===== src/rtl/uart_tx_serializer.sv =====
// UART transmit serializer: start bit, LSB-first data, optional parity, one stop bit.
// Every bit is held for the captured prescale count of CLK cycles.
module uart_tx_serializer #(
    parameter int DATA_WIDTH  = 8,
    parameter int PRESC_WIDTH = 6
) (
    input  logic                   CLK,
    input  logic                   RST,
    input  logic [DATA_WIDTH-1:0]  P_DATA,
    input  logic                   Data_Valid,
    input  logic                   PAR_EN,
    input  logic                   PAR_TYP,
    input  logic [PRESC_WIDTH-1:0] prescale,
    output logic                   TX_OUT,
    output logic                   busy
);

    localparam int                     BIT_W     = (DATA_WIDTH > 1) ? $clog2(DATA_WIDTH) : 1;
    localparam logic [BIT_W-1:0]       LAST_BIT  = BIT_W'(DATA_WIDTH - 1);
    localparam logic [PRESC_WIDTH-1:0] MIN_PRESC = PRESC_WIDTH'(4);
    localparam logic [PRESC_WIDTH-1:0] ONE       = PRESC_WIDTH'(1);

    typedef enum logic [2:0] {
        S_IDLE,
        S_START,
        S_DATA,
        S_PARITY,
        S_STOP
    } state_t;

    state_t                   state_q;
    logic [PRESC_WIDTH-1:0]   cnt_q;
    logic [PRESC_WIDTH-1:0]   presc_q;
    logic [PRESC_WIDTH-1:0]   presc_d;
    logic [BIT_W-1:0]         bit_q;
    logic [DATA_WIDTH-1:0]    shift_q;
    logic                     par_q;
    logic                     par_d;
    logic                     paren_q;
    logic                     tx_q;
    logic                     busy_q;
    logic                     cnt_done;
    logic                     start_req;
    logic                     shift_en;

    assign presc_d   = (prescale < MIN_PRESC) ? MIN_PRESC : prescale;
    assign par_d     = (^P_DATA) ^ PAR_TYP;
    assign cnt_done  = (cnt_q == (presc_q - ONE));
    assign start_req = (state_q == S_IDLE) && Data_Valid;
    // The next data bit is loaded into tx_q whenever a START or non-final DATA period ends.
    assign shift_en  = cnt_done &&
                       ((state_q == S_START) || ((state_q == S_DATA) && (bit_q != LAST_BIT)));

    // Frame contents are only ever loaded in IDLE, so later input changes cannot disturb a frame.
    always_ff @(posedge CLK) begin
        if (start_req) begin
            shift_q <= P_DATA;
            presc_q <= presc_d;
            par_q   <= par_d;
            paren_q <= PAR_EN;
        end else if (shift_en) begin
            shift_q <= shift_q >> 1;
        end
    end

    always_ff @(posedge CLK) begin
        if (RST) begin
            state_q <= S_IDLE;
            cnt_q   <= '0;
            bit_q   <= '0;
            tx_q    <= 1'b1;
            busy_q  <= 1'b0;
        end else begin
            case (state_q)
                S_IDLE: begin
                    cnt_q <= '0;
                    bit_q <= '0;
                    if (Data_Valid) begin
                        state_q <= S_START;
                        tx_q    <= 1'b0;
                        busy_q  <= 1'b1;
                    end
                end
                S_START: begin
                    if (cnt_done) begin
                        cnt_q   <= '0;
                        bit_q   <= '0;
                        state_q <= S_DATA;
                        tx_q    <= shift_q[0];
                    end else begin
                        cnt_q <= cnt_q + ONE;
                    end
                end
                S_DATA: begin
                    if (cnt_done) begin
                        cnt_q <= '0;
                        if (bit_q == LAST_BIT) begin
                            bit_q <= '0;
                            if (paren_q) begin
                                state_q <= S_PARITY;
                                tx_q    <= par_q;
                            end else begin
                                state_q <= S_STOP;
                                tx_q    <= 1'b1;
                            end
                        end else begin
                            bit_q <= bit_q + BIT_W'(1);
                            tx_q  <= shift_q[0];
                        end
                    end else begin
                        cnt_q <= cnt_q + ONE;
                    end
                end
                S_PARITY: begin
                    if (cnt_done) begin
                        cnt_q   <= '0;
                        state_q <= S_STOP;
                        tx_q    <= 1'b1;
                    end else begin
                        cnt_q <= cnt_q + ONE;
                    end
                end
                S_STOP: begin
                    if (cnt_done) begin
                        cnt_q   <= '0;
                        state_q <= S_IDLE;
                        busy_q  <= 1'b0;
                    end else begin
                        cnt_q <= cnt_q + ONE;
                    end
                end
                default: begin
                    state_q <= S_IDLE;
                    cnt_q   <= '0;
                    bit_q   <= '0;
                    tx_q    <= 1'b1;
                    busy_q  <= 1'b0;
                end
            endcase
        end
    end

    assign TX_OUT = tx_q;
    assign busy   = busy_q;

endmodule


===== config.mk =====
export PLATFORM = sky130hd
export DESIGN_NAME = uart_tx_serializer
export DESIGN_NICKNAME = d
export VERILOG_FILES = /design/src/rtl/uart_tx_serializer.sv
export SDC_FILE = /design/constraint.sdc
export NUM_CORES = 1
export LEC_CHECK = 0
export CAP_MARGIN = 20
export CORE_ASPECT_RATIO = 2
export CORE_MARGIN = 1
export CORE_UTILIZATION = 30
export DETAILED_ROUTE_END_ITERATION = 7
export PLACE_DENSITY = 0.59
export SETUP_SLACK_MARGIN = 0.1
export SYNTH_ARGS = -nofsm -noshare
export SYNTH_HDL_FRONTEND = slang
export SYNTH_SLANG_ARGS = --single-unit

===== constraint.sdc =====
create_clock -name CLK -period 2.7 [get_ports CLK]
set_clock_uncertainty 0.05 [all_clocks]
set_input_delay 0.54 -clock CLK [delete_from_list [all_inputs] [get_ports CLK]]
set_output_delay 0.54 -clock CLK [all_outputs]
set_load 0.01 [all_outputs]

==> impl_metrics.json, run 1 <==
{
  "antenna_left": 0,
  "met2_wirelength_um": 2050,
  "worstRegToRegCells": 9,
  "fill_cells": 532,
  "postCtsHoldBufs": 0,
  "avgSynthCellArea_um2": 11.0,
  "async_flop_share": 0,
  "dp_hpwl_um": 2550,
  "max_cap_violations": 0,
  "critPathRequiredTime_ns": 2.64,
  "met1Wirelength_um": 1020,
  "path_clk_slew_ns": 0.06,
  "num_vias": 1124,
  "final_cell_mix": "20 x clkdlybuf4s50_1, 16 x edfxtp_1, 14 x dfxtp_1",
  "setup_ws_ns": 0.321,
  "synth_top_area_frac": 0.304,
  "ys.flop_type": "edfxtp_1",
  "maxSlewHeadroom": 0.680,
  "wl_per_cell_um": 14.6,
  "rsz0062_at_grt": "no",
  "overflow": 0,
  "place_congestion": 0.779,
  "place_ws_ns": 0.309,
  "cts_inserted_buffers": 5,
  "post_cts_resized": 0,
  "cts_tree": "yes",
  "multi_input_area_um2": 756,
  "cp-start-kind": "flip-flop",
  "hp-class": "flip-flop to flip-flop",
  "finalMaxSlewViolations": 0,
  "tightest_slew_ns": 0.476,
  "synth_area_mm2": 0.00158,
  "finalInstanceArea_mm2": 0.00194,
  "post_cts_buffers": 0,
  "outcome": "completed",
  "crit_arrival_ns": 2.32,
  "ys_ff_latch": 30,
  "routed.top_layer": "met4",
  "grt.total_usage": 0.140,
  "reg2reg_slack_ns": 0.32,
  "wl_um": 3280,
  "layout_commonest_cell": "clkdlybuf4s50_1",
  "cp-endpoint": "shift_q[6]",
  "place_area_mm2": 0.00185,
  "die_x_um": 53.3,
  "antenna_found_initial": 0,
  "cts_sinks": 30,
  "grt_max_degree": 17,
  "fmax_mhz": 420,
  "yosysWarnings": 0,
  "vias_per_cell": 5.00,
  "drive_gt1_frac": 0.144,
  "yosys.area.top_type": "edfxtp_1",
  "min_period_ns": 2.38,
  "hold_violations": 0,
  "rr_startpoint": "presc_q[0]",
  "htreeDepth": 2,
  "crit_path_end_kind": "flip-flop",
  "first_pass_iters": 4,
  "drc": 0,
  "num_io_pins": 21,
  "grt_pass1_vias": 1194,
  "drt_iter0_markers": 13,
  "seq_area_um2": 761,
  "die-height_um": 105,
  "nets": 189,
  "critPathMaxFanout": 8,
  "initial_utilization": 0.310,
  "power_density_mw_per_mm2": 549,
  "synth_nets": 167,
  "clock_latency_ns": 0.28,
  "timing.hold.ws_ns": 0.441,
  "n_antenna_cell": 0,
  "syn_inst": 144,
  "clk_path_buf_depth": 2,
  "r2r-end": "shift_q[6]",
  "power.static_leakage_nw": 0.717,
  "critPathKind": "flip-flop to flip-flop",
  "synthToLayoutAreaGrowth_pct": 22.9,
  "wl_met3_um": 69,
  "synth.area.top_cells": "edfxtp_1 30%, dfxtp_1 18%, xnor2_1 7.2%, mux2_2 5.0%, xor2_1 3.9%",
  "die_area_mm2": 0.00558,
  "core_mm2": 0.00509,
  "ir_drop_uv": 437,
  "period_share": 0.881,
  "synth_edf_count": 16,
  "tns_ns": 0,
  "root_buffer": "clkbuf_8",
  "crit_path_start": "presc_q[0]",
  "synth-seq-area-share": 0.481,
  "min-delay-start": "bit_q[0]",
  "synth_cell_types": 40,
  "grt_pass1_wl_um": 5390,
  "row_count": 37,
  "setup_viol": 0,
  "port_buffers": 20,
  "power_w": 0.00107
}
kinds of logic (layout without fill, tap and decap cells):
logic type	after synthesis	count (layout)	share of synthesized area
AOI/OAI and AO/OA	24	24	0.112
and+or+nand+nor	42	42	0.168
muxes	8	8	0.0562
xor gates and xnor gates	20	20	0.111
adders and majority gates	4	4	0.0317
DFF	30	30	0.481
buffers and inverters	16	39	0.0404
critical path, cell delays in order (launching register included):
cell and delay [ns]:
edfxtp_1 0.43, inv_1 0.10, ha_1 0.24, nand4bb_1 0.15, a211oi_2 0.31, nand4b_4 0.20, o31ai_1 0.22, o21ai_0 0.11
nor2_1 0.10, buf_4 0.18
synth_stat cells, types with 2 or more instances:
library cell / number
nor2b_1: 2
or2_2: 3
nand2_1: 3
inv_1: 9
nor4_1: 3
o31ai_1: 2
xnor2_1: 13
o21ai_0: 5
dfxtp_1: 14
ha_1: 4
xor2_1: 7
clkbuf_1: 6
mux2_2: 7
a21oi_1: 4
nand3b_1: 2
a22o_1: 2
a211oi_1: 4
nor3_1: 3
nand3_1: 4
nor2_1: 12
edfxtp_1: 16
per-stage QoR:
stage / util / std cells
6_report: 0.381 / 225
5_1_grt: 0.381 / 225
4_1_cts: 0.381 / 225
3_5_place_dp: 0.363 / 217
3_3_place_gp: 0.363 / 217
2_1_floorplan: - / 144
power breakdown:
| group | internal [W] | total (W) | switching [W] |
|---|---|---|---|
| sequential | 0.000519 | 0.000537 | 0.0000181 |
| combinational | 0.0000870 | 0.000159 | 0.0000720 |
| clock | 0.000205 | 0.000369 | 0.000164 |
| total | 0.000811 | 0.00107 | 0.000254 |
per-layer routing:
layer,vias to the layer above,GRT usage
met5,-,0
met4,0,0.103
met3,8,0.0320
met2,16,0.254
met1,545,0.120
li1,555,-
how the worst min path moves through the flow:
stage	to	depth (start not counted)	slack [ns]
floorplan	cnt_q[0]	1	0.39
global placement	bit_q[1]	1	0.42
detailed placement	bit_q[1]	1	0.42
CTS	bit_q[1]	1	0.44
global route	bit_q[0]	1	0.47
finish	bit_q[0]	1	0.44
registers in the layout (all words and copies together) (netlist names):
register  cells
shift_q       8
cnt_q         6
presc_q       6
bit_q         3
state_q       3
TX_OUT        1
busy          1
par_q         1
paren_q       1
area by class of cell:
cell class | instances | share of cell area
Clock buffer | 7 | 0.0445
Clock inverter | 1 | 0.00258
Timing Repair Buffer | 22 | 0.117
Multi-Input combinational cell | 98 | 0.389
Sequential cell | 30 | 0.392
Tap cell | 58 | 0.0374
Inverter | 9 | 0.0174
Power figures use the tool's default switching activity.
==> inputs of run 2 (changes only) <==
CORE_MARGIN = not set   (was 1)
==> results of run 2 <==
No change in the layout: final DEF, timing and power equal those of run 1.
